File: src/rtl/trdb_pkg.sv
// Shared constants and types for the trace packet reader path.
package trdb_pkg;

   localparam int PACKET_LEN  = 128;
   localparam int LEN_FIELD   = 7;
   localparam int MSGTYPE_LEN = 2;
   localparam int PKT_LEN_W   = 8;

   typedef enum logic {
      IDLE    = 1'b0,
      COLLECT = 1'b1
   } trdb_deser_state_e;

   typedef logic [PACKET_LEN-1:0] trdb_packet_t;

   // Payload length must cover the message type and fit the packet register.
   function automatic logic legal_payload_len(input logic [LEN_FIELD-1:0] l);
      return (int'(l) >= MSGTYPE_LEN) && (int'(l) <= PACKET_LEN - LEN_FIELD);
   endfunction

endpackage

File: src/rtl/trdb_packet_deserializer.sv
// Reassembles word-aligned trace packets into a 128-bit register using the header length field.
// Optional idle timeout in COLLECT: define TRDB_DESER_TIMEOUT_EN.
module trdb_packet_deserializer
   import trdb_pkg::*;
#(
   parameter int WORD_LEN       = 32,
   parameter int TIMEOUT_CYCLES = 256
) (
   input  logic                   clk_i,
   input  logic                   rst_i,
   input  logic [WORD_LEN-1:0]    word_i,
   input  logic                   word_valid_i,
   output logic                   word_ready_o,
   output trdb_packet_t           packet_o,
   output logic [PKT_LEN_W-1:0]   packet_len_o,
   output logic [MSGTYPE_LEN-1:0] msgtype_o,
   output logic                   packet_valid_o,
   input  logic                   packet_ready_i,
   output logic                   err_o
);

   localparam int WORDS = PACKET_LEN / WORD_LEN;
   localparam int CNT_W = (WORDS > 1) ? $clog2(WORDS) : 1;
   localparam int IDX_W = $clog2(PACKET_LEN);

   if ((PACKET_LEN % WORD_LEN) != 0) begin : g_bad_word_len
      $error("PACKET_LEN must be a multiple of WORD_LEN");
   end
   if (TIMEOUT_CYCLES < 1) begin : g_bad_timeout
      $error("TIMEOUT_CYCLES must be at least 1");
   end

   trdb_deser_state_e    state;
   logic [CNT_W-1:0]     remaining;
   logic [CNT_W-1:0]     slice_idx;

   logic                 word_fire;
   logic [LEN_FIELD-1:0] hdr_l;
   logic                 hdr_legal;
   logic [PKT_LEN_W-1:0] hdr_total;
   logic [PKT_LEN_W-1:0] cur_total;
   logic [CNT_W-1:0]     hdr_last;
   logic [CNT_W-1:0]     wr_idx;
   logic [IDX_W-1:0]     wr_base;
   logic [WORD_LEN-1:0]  wr_word;

`ifdef TRDB_DESER_TIMEOUT_EN
   localparam int TO_W = $clog2(TIMEOUT_CYCLES + 1);
   logic [TO_W-1:0]      idle_cnt;
`endif

   // NOTE: every signal driven here gets a value on every path, so no latch can be inferred.
   always_comb begin
      word_ready_o = !packet_valid_o || packet_ready_i;
      word_fire    = word_valid_i && word_ready_o;

      hdr_l     = word_i[LEN_FIELD-1:0];
      hdr_legal = legal_payload_len(hdr_l);
      hdr_total = PKT_LEN_W'(hdr_l) + PKT_LEN_W'(LEN_FIELD);
      // Index of the last word, i.e. ceil(T / WORD_LEN) - 1.
      hdr_last  = CNT_W'((int'(hdr_total) - 1) / WORD_LEN);

      wr_idx    = (state == IDLE) ? '0 : slice_idx;
      cur_total = (state == IDLE) ? hdr_total : packet_len_o;
      wr_base   = IDX_W'(int'(wr_idx) * WORD_LEN);

      // Bits at or beyond the packet's total length never reach packet_o.
      wr_word = '0;
      for (int b = 0; b < WORD_LEN; b++) begin
         wr_word[b] = word_i[b] && ((int'(wr_idx) * WORD_LEN + b) < int'(cur_total));
      end
   end

   // NOTE: synchronous reset lives inside the clocked block; all state updates use <= so
   // every read in this block sees the pre-edge value.
   always_ff @(posedge clk_i) begin
      if (rst_i) begin
         state          <= IDLE;
         remaining      <= '0;
         slice_idx      <= '0;
         packet_o       <= '0;
         packet_len_o   <= '0;
         msgtype_o      <= '0;
         packet_valid_o <= 1'b0;
         err_o          <= 1'b0;
`ifdef TRDB_DESER_TIMEOUT_EN
         idle_cnt       <= '0;
`endif
      end else begin
         err_o <= 1'b0;
         if (packet_valid_o && packet_ready_i) begin
            packet_valid_o <= 1'b0;
         end

         case (state)
            IDLE: begin
               if (word_fire) begin
                  if (hdr_legal) begin
                     packet_o     <= trdb_packet_t'(wr_word);
                     packet_len_o <= hdr_total;
                     msgtype_o    <= word_i[LEN_FIELD +: MSGTYPE_LEN];
                     remaining    <= hdr_last;
                     slice_idx    <= CNT_W'(1);
`ifdef TRDB_DESER_TIMEOUT_EN
                     idle_cnt     <= '0;
`endif
                     if (hdr_last == '0) begin
                        packet_valid_o <= 1'b1;
                     end else begin
                        state <= COLLECT;
                     end
                  end else begin
                     err_o <= 1'b1;
                  end
               end
            end

            COLLECT: begin
               if (word_fire) begin
                  packet_o[wr_base +: WORD_LEN] <= wr_word;
                  remaining <= remaining - CNT_W'(1);
                  slice_idx <= slice_idx + CNT_W'(1);
`ifdef TRDB_DESER_TIMEOUT_EN
                  idle_cnt  <= '0;
`endif
                  if (remaining == CNT_W'(1)) begin
                     packet_valid_o <= 1'b1;
                     state          <= IDLE;
                  end
               end
`ifdef TRDB_DESER_TIMEOUT_EN
               else if (idle_cnt == TO_W'(TIMEOUT_CYCLES - 1)) begin
                  // Stalled stream: drop the partial packet and resync on the next header.
                  packet_o     <= '0;
                  packet_len_o <= '0;
                  msgtype_o    <= '0;
                  idle_cnt     <= '0;
                  err_o        <= 1'b1;
                  state        <= IDLE;
               end else begin
                  idle_cnt <= idle_cnt + TO_W'(1);
               end
`endif
            end

            default: state <= IDLE;
         endcase
      end
   end

endmodule

File: config.mk
export PLATFORM = sky130hd
export DESIGN_NAME = trdb_packet_deserializer
export DESIGN_NICKNAME = d
export VERILOG_FILES = /design/src/rtl/trdb_pkg.sv /design/src/rtl/trdb_packet_deserializer.sv
export SDC_FILE = /design/constraint.sdc
export NUM_CORES = 1
export LEC_CHECK = 0
export ABC_AREA = 0
export CORE_MARGIN = 3
export CORE_UTILIZATION = 30
export CTS_CLUSTER_SIZE = 8
export DETAILED_ROUTE_END_ITERATION = 7
export DONT_BUFFER_PORTS = 1
export PLACE_DENSITY = 0.46
export SLEW_MARGIN = 20
export SYNTH_ARGS = -nofsm -noshare
export SYNTH_HDL_FRONTEND = slang
export SYNTH_SLANG_ARGS = --single-unit
File: constraint.sdc
create_clock -name clk_i -period 4.4 [get_ports clk_i]
set_clock_uncertainty 0.1 [all_clocks]
set_input_delay 1.1 -clock clk_i [delete_from_list [all_inputs] [get_ports clk_i]]
set_output_delay 1.1 -clock clk_i [all_outputs]
set_load 0.005 [all_outputs]
# [Word-level counts from Yosys, hierarchy flattened]
# Cells that the tools add are included.
# Widths: inputs -> output; s select.
[totals] ff_bits=145 out_inout_bits=141 word_cells=159
[op_classes] n_addsub=37 n_lt_le_gt_ge=34 eq_ne=4 shift=2 n_mux=29 n_bitwise=3 n_reduce_logical=42
[ops] op="$mux 128" count=3
[ops] op="$pmux 128 s2" count=1
[ops] op="$lt 8x8->1" count=31
[ops] op="$add 7x5->8 const B" count=16
[ops] op="$bwmux 128" count=1
[ops] op="$shift 32x9->128 const A" count=1
[ops] op="$shiftx 32x9->128" count=1
[ops] op="$add 7x4->8 const B" count=8
[ops] op="$add 7x3->8 const B" count=5
[ops] op="$logic_and 1x1->1" count=35
[ops] op="$add 7x2->8 const B" count=2
[ops] op="$mux 2" count=7
[ops] op="$mux 1" count=12
[ops] op="$neg 7->9" count=1
[ops] op="$sub 8x1->9 const B" count=1
[ops] op="$add 7x1->8 const B" count=1
[ops] op="$lt 7x8->1" count=1
[ops] op="$mux 8" count=1
[ops] op="$pmux 2 s2" count=2
[ops] op="$ge 7x2->1 const B" count=1
[ops] op="$le 7x7->1 const B" count=1
[ops] op="$reduce_and 3->1" count=2
[ops] op="$reduce_or 5->1" count=1
[ops] op="$ne 2x2->1 const B" count=2
[ops] op="other kinds (12)" count=14

# [Longest topological paths before layout]
[logic_depth] ltp_word=10 mapped_depth=14

# [Least setup slack after synthesis]
# OpenSTA, ideal clock, no wires.
[synth_timing] path_kind="in2reg" start="input word_i[0]" end="register packet_o[27]" setup_ns=0.061 arrival_ns=3.920 path_slack_ns=0.319 stages=14 path_cell_list="clkbuf_1 -> inv_1 -> ha_1 -> nor2b_1 -> nor2_1 -> xor2_1 -> mux2i_1 -> ha_1 -> a21o_1 -> o31ai_1 -> and4_1 -> clkbuf_1 -> clkbuf_1 -> a32o_1"
[synth_via] elab_chain_cells=8 elab_cells_between_ends=77
[synth_lines] element="from (decl)" line_no="trdb_packet_deserializer.sv:11" source="input logic [WORD_LEN-1:0] word_i,"
[synth_lines] element="$add 7x3->8 (*)" line_no="trdb_packet_deserializer.sv:59" source="hdr_total = PKT_LEN_W'(hdr_l) + PKT_LEN_W'(LEN_FIELD);"
[synth_lines] element="net hdr_total[0]" line_no="trdb_packet_deserializer.sv:40" source="logic [PKT_LEN_W-1:0] hdr_total;"
[synth_lines] element="$mux 8 (*)" line_no="trdb_packet_deserializer.sv:64" source="cur_total = (state == IDLE) ? hdr_total : packet_len_o;"
[synth_lines] element="$lt 7x8->1 or $lt 8x8->1 (tied branches)" line_no="trdb_packet_deserializer.sv:70" source="wr_word[b] = word_i[b] && ((int'(wr_idx) * WORD_LEN + b) < int'(cur_total));"
[synth_lines] element="$logic_and 1x1->1" line_no="trdb_packet_deserializer.sv:70"
[synth_lines] element="$shiftx 32x9->128" line_no="trdb_packet_deserializer.sv:120" source="packet_o[wr_base +: WORD_LEN] <= wr_word;"
[synth_lines] element="$bwmux 128" line_no="trdb_packet_deserializer.sv:120"
[synth_lines] element="$mux 128" line_no="trdb_packet_deserializer.sv:119" source="if (word_fire) begin"
[synth_lines] element="$pmux 128 s2 (*)" line_no="trdb_packet_deserializer.sv:95" source="case (state)"
[synth_lines] element="to (signal assigned)" line_no="trdb_packet_deserializer.sv:99" source="packet_o <= trdb_packet_t'(wr_word);"
[synth_lines] element="to (signal, indexed assignment)" line_no="trdb_packet_deserializer.sv:120"
[synth_lines] element="to (decl)" line_no="trdb_packet_deserializer.sv:14" source="output trdb_packet_t packet_o,"
# Mark *: on every way through the listed nets, which the timed path passes. The rest lies on a longest branch. The select of a mux whose other input is x is not followed.
# A chain may end at the register's enable or synchronous reset.

# [Final worst setup path]
[layout_timing] start="input word_i[1]" end="register packet_o[96]"
[layout_via] elab_chain_cells=8 elab_cells_between_ends=75
[layout_lines] element="$add 7x3->8" line_no="trdb_packet_deserializer.sv:59"
[layout_lines] element="$mux 8" line_no="trdb_packet_deserializer.sv:64"
[layout_lines] element="$lt 7x8->1 or $lt 8x8->1 (tied branches)" line_no="trdb_packet_deserializer.sv:70"
[layout_lines] element="$logic_and 1x1->1" line_no="trdb_packet_deserializer.sv:70"
[layout_lines] element="$shiftx 32x9->128" line_no="trdb_packet_deserializer.sv:120"
[layout_lines] element="$bwmux 128" line_no="trdb_packet_deserializer.sv:120"
[layout_lines] element="$mux 128" line_no="trdb_packet_deserializer.sv:119"
[layout_lines] element="$pmux 128 s2" line_no="trdb_packet_deserializer.sv:95"
# Parallel ways exist; a longest one is shown, timed or not. The select of a mux whose other input is x is not followed.

==> flow_metrics.tcl <==
set metrics [dict create \
    fin_area_um2 6819 \
    worstSkewPairLatency_ns 0.42 \
    yosysTopAreaCellShare_pct 49.59 \
    crit_slowest_cell "and4_1" \
    synth-seq-cells 145 \
    drt_pass1_iterations 4 \
    die_y_um 145.7 \
    p_per_area_nw_per_um2 489.7 \
    ctsHoldBuffers 0 \
    avgViaCountPerCell 5.736 \
    synth_edf_count 0 \
    syn_area_um2 5853 \
    antenna_found_initial 0 \
    setup_viol 0 \
    period_share_pct 82.63 \
    maxSlewViolCount 0 \
    outcome "completed" \
    maxSlewHeadroom_pct 42.07 \
    grt_pass1_vias 4809 \
    clkTransAtPathRegs_ns 0.06 \
    yosysWarnings 0 \
    wirelength_um 20130 \
    postRouteAntennaNets 0 \
    grt_pass1_wl_um 30460 \
    grt_setup_unrepaired "false" \
    synthFlopType "dfxtp_1" \
    cpPeakStageDelay_ns 0.54 \
    dieArea_um2 21220 \
    antenna_cells 0 \
    maxCapViolCount 0 \
    synthTopCellsByArea "dfxtp_1 (50%), a22o_1 (8.4%), a32o_1 (8.2%)" \
    syn_avg_cell_area_um2 10.64 \
    rr_worst_depth 9 \
    yosysTopAreaCell "dfxtp_1" \
    gp_congestion 0.8523 \
    cts.sinks 145 \
    multi_input_area_um2 2749 \
    grt_overflow 0 \
    start_util_pct 30.88 \
    synth-xor-area-share_pct 1.454 \
    setup_tns_ns 0 \
    syn_inst 550 \
    ys_async_sr_fraction_pct 0 \
    dp_hpwl_um 14280 \
    dieWidth_um 145.7 \
    rows 50 \
    drtIter0Drc 327 \
    area_growth_pct 16.50 \
    io_pins 177 \
    cts_buffer_depth 2 \
    cts_setup_buffers 0 \
    crit_type "in -> reg" \
    yosys-top-cells-count "dfxtp_1 (145), a22o_1 (56), a32o_1 (48), nand2_1 (29)" \
    numCtsBuffers 17 \
    layout.filler_cells 1860 \
    ctsResizeCount 0 \
    grt_start_max_net_pins 33 \
    synth_fa_ha_area_share_pct 2.779 \
    post_drt_wl_per_cell_um 24.49 \
    cts_tree "yes" \
    htree_levels 4 \
    worstSetupStartpointType "input pin" \
    crit_fanout 11 \
    place_area_um2 6206 \
    cts-root-buf "clkbuf_16" \
    dr_total_vias 4715 \
    tightest_slew_ns 0.8577 \
    cp_common_cell "ha_1" \
    numPortBuffers 0 \
    layout-drive-gt1-share_pct 13.70 \
    cp.required_ns 4.61 \
    synth_cell_types 61 \
    synth-simple-area-share_pct 9.705 \
    drc 0 \
    cp_cell_sequence "inv_1, ha_1, nor2b_1, nor2_1, xor2_1, mux2i_1, ha_1, o311a_1, and4_1, nand3b_1, a32o_1" \
    max_freq_ghz 0.2750 \
    grt_use_total_pct 18.71 \
    synthMostInstantiatedCell "dfxtp_1" \
    critPathArrivalTime_ns 3.85 \
    ir_drop_v 0.0002659 \
    num-nets-final 598 \
    seq_area_um2 2903 \
    ys_seq_area_share_pct 49.59 \
    hold_path.class "reg -> reg" \
    fp.coreArea_um2 18960 \
    finalHoldViolations 0 \
    synth_top_family_by_area "compound AO/OA/AOI/OAI gates" \
    period_minus_slack_ns 3.636 \
    power_leakage_nw 2.518 \
    p_total_mw 3.339 \
    synthMuxAreaShare_pct 1.753 \
    min_path_cells 2 \
    synth_nets 599 \
    synth-compound-area-share_pct 30.08 \
    end_kind "flop" \
]
-- cells in the final DEF (no fill, tap or decap), drive strengths merged, types with 3 or more instances in the layout --
cell,instances
dfxtp,145
a22o,56
a32o,48
nand2,29
nor2,24
o2bb2ai,24
buf,23
inv,20
clkbuf,19
o21ai,16
ha,13
a21oi,13
nor3,10
nand3,8
mux2i,8
a211oi,8
o31ai,7
nand4,6
nand2b,6
clkinv,6
and2,5
a311oi,5
xnor2,4
a21o,4
xor2,3
nor2b,3
nor4,3
a31o,3
and3,3
o22ai,3
nor3b,3
-- power breakdown --
part | internal [mW] | total [mW] | switching, mW
Clock | 0.876 | 1.47 | 0.599
Sequential | 1.36 | 1.41 | 0.0541
Combinational | 0.145 | 0.452 | 0.307
Total | 2.38 | 3.34 | 0.959
-- cell type report --
cell class	instances	share of cell area, %
Sequential cell	145	42.57
Multi-Input combinational cell	345	40.31
Clock buffer	19	6.642
Tap cell	260	4.771
Timing Repair Buffer	23	2.532
Clock inverter	13	2.239
Inverter	17	0.9358
-- logic make-up (layout without fill, tap and decap cells) --
family                     Yosys count  in the layout
DFF                                145            145
AOI/OAI and AO/OA                  203            203
buffers and inverters               60             72
muxes                               10             10
and+or+nand+nor                    111            111
adders and majority gates           13             13
xor gates and xnor gates             8              8
-- worst max-delay path: cells and delay by family --
family	cells	cell delay, ns
mux	1	0.13
buf+inv	1	0.11
fa+ha+maj	2	0.59
xor+xnor	1	0.25
simple gates	4	1.13
compound gates	2	0.53
-- routing by layer --
metal	global-route usage [%]	vias up	part of all wire (%)
met3	7.474	27	9.9
met2	29.66	214	45
li1	-	2145	-
met4	6.078	0	1.8
met1	23.32	2329	43
met5	0	-	0
-- path summary, 6_finish.rpt --
| path | end | from | slack, ns |
|---|---|---|---|
| hold / removal | remaining[1] | remaining[1] | 0.39 |
| setup reg to reg | packet_o[96] | state | 1.05 |
| setup / recovery | packet_o[96] | word_i[1] | 0.76 |
| hold reg to reg | remaining[1] | remaining[1] | 0.39 |
-- flip-flops by register name, summed over array words and instances, names as in the netlist --
name	count
packet_o	128
packet_len_o	8
msgtype_o	2
remaining	2
slice_idx	2
err_o	1
packet_valid_o	1
state	1
-- stage by stage --
step	hold slack [ns]	setup WS, ns	util (%)	cells
floorplan	0.3492	0.3191	-	550
global placement	0.3630	0.5134	32.74	790
detailed placement	0.3762	0.3570	32.74	790
CTS	0.3877	0.8095	35.93	822
global route	0.4040	0.5304	35.97	822
finish	0.3851	0.7643	35.97	822
(Power assumes the default switching activity.)
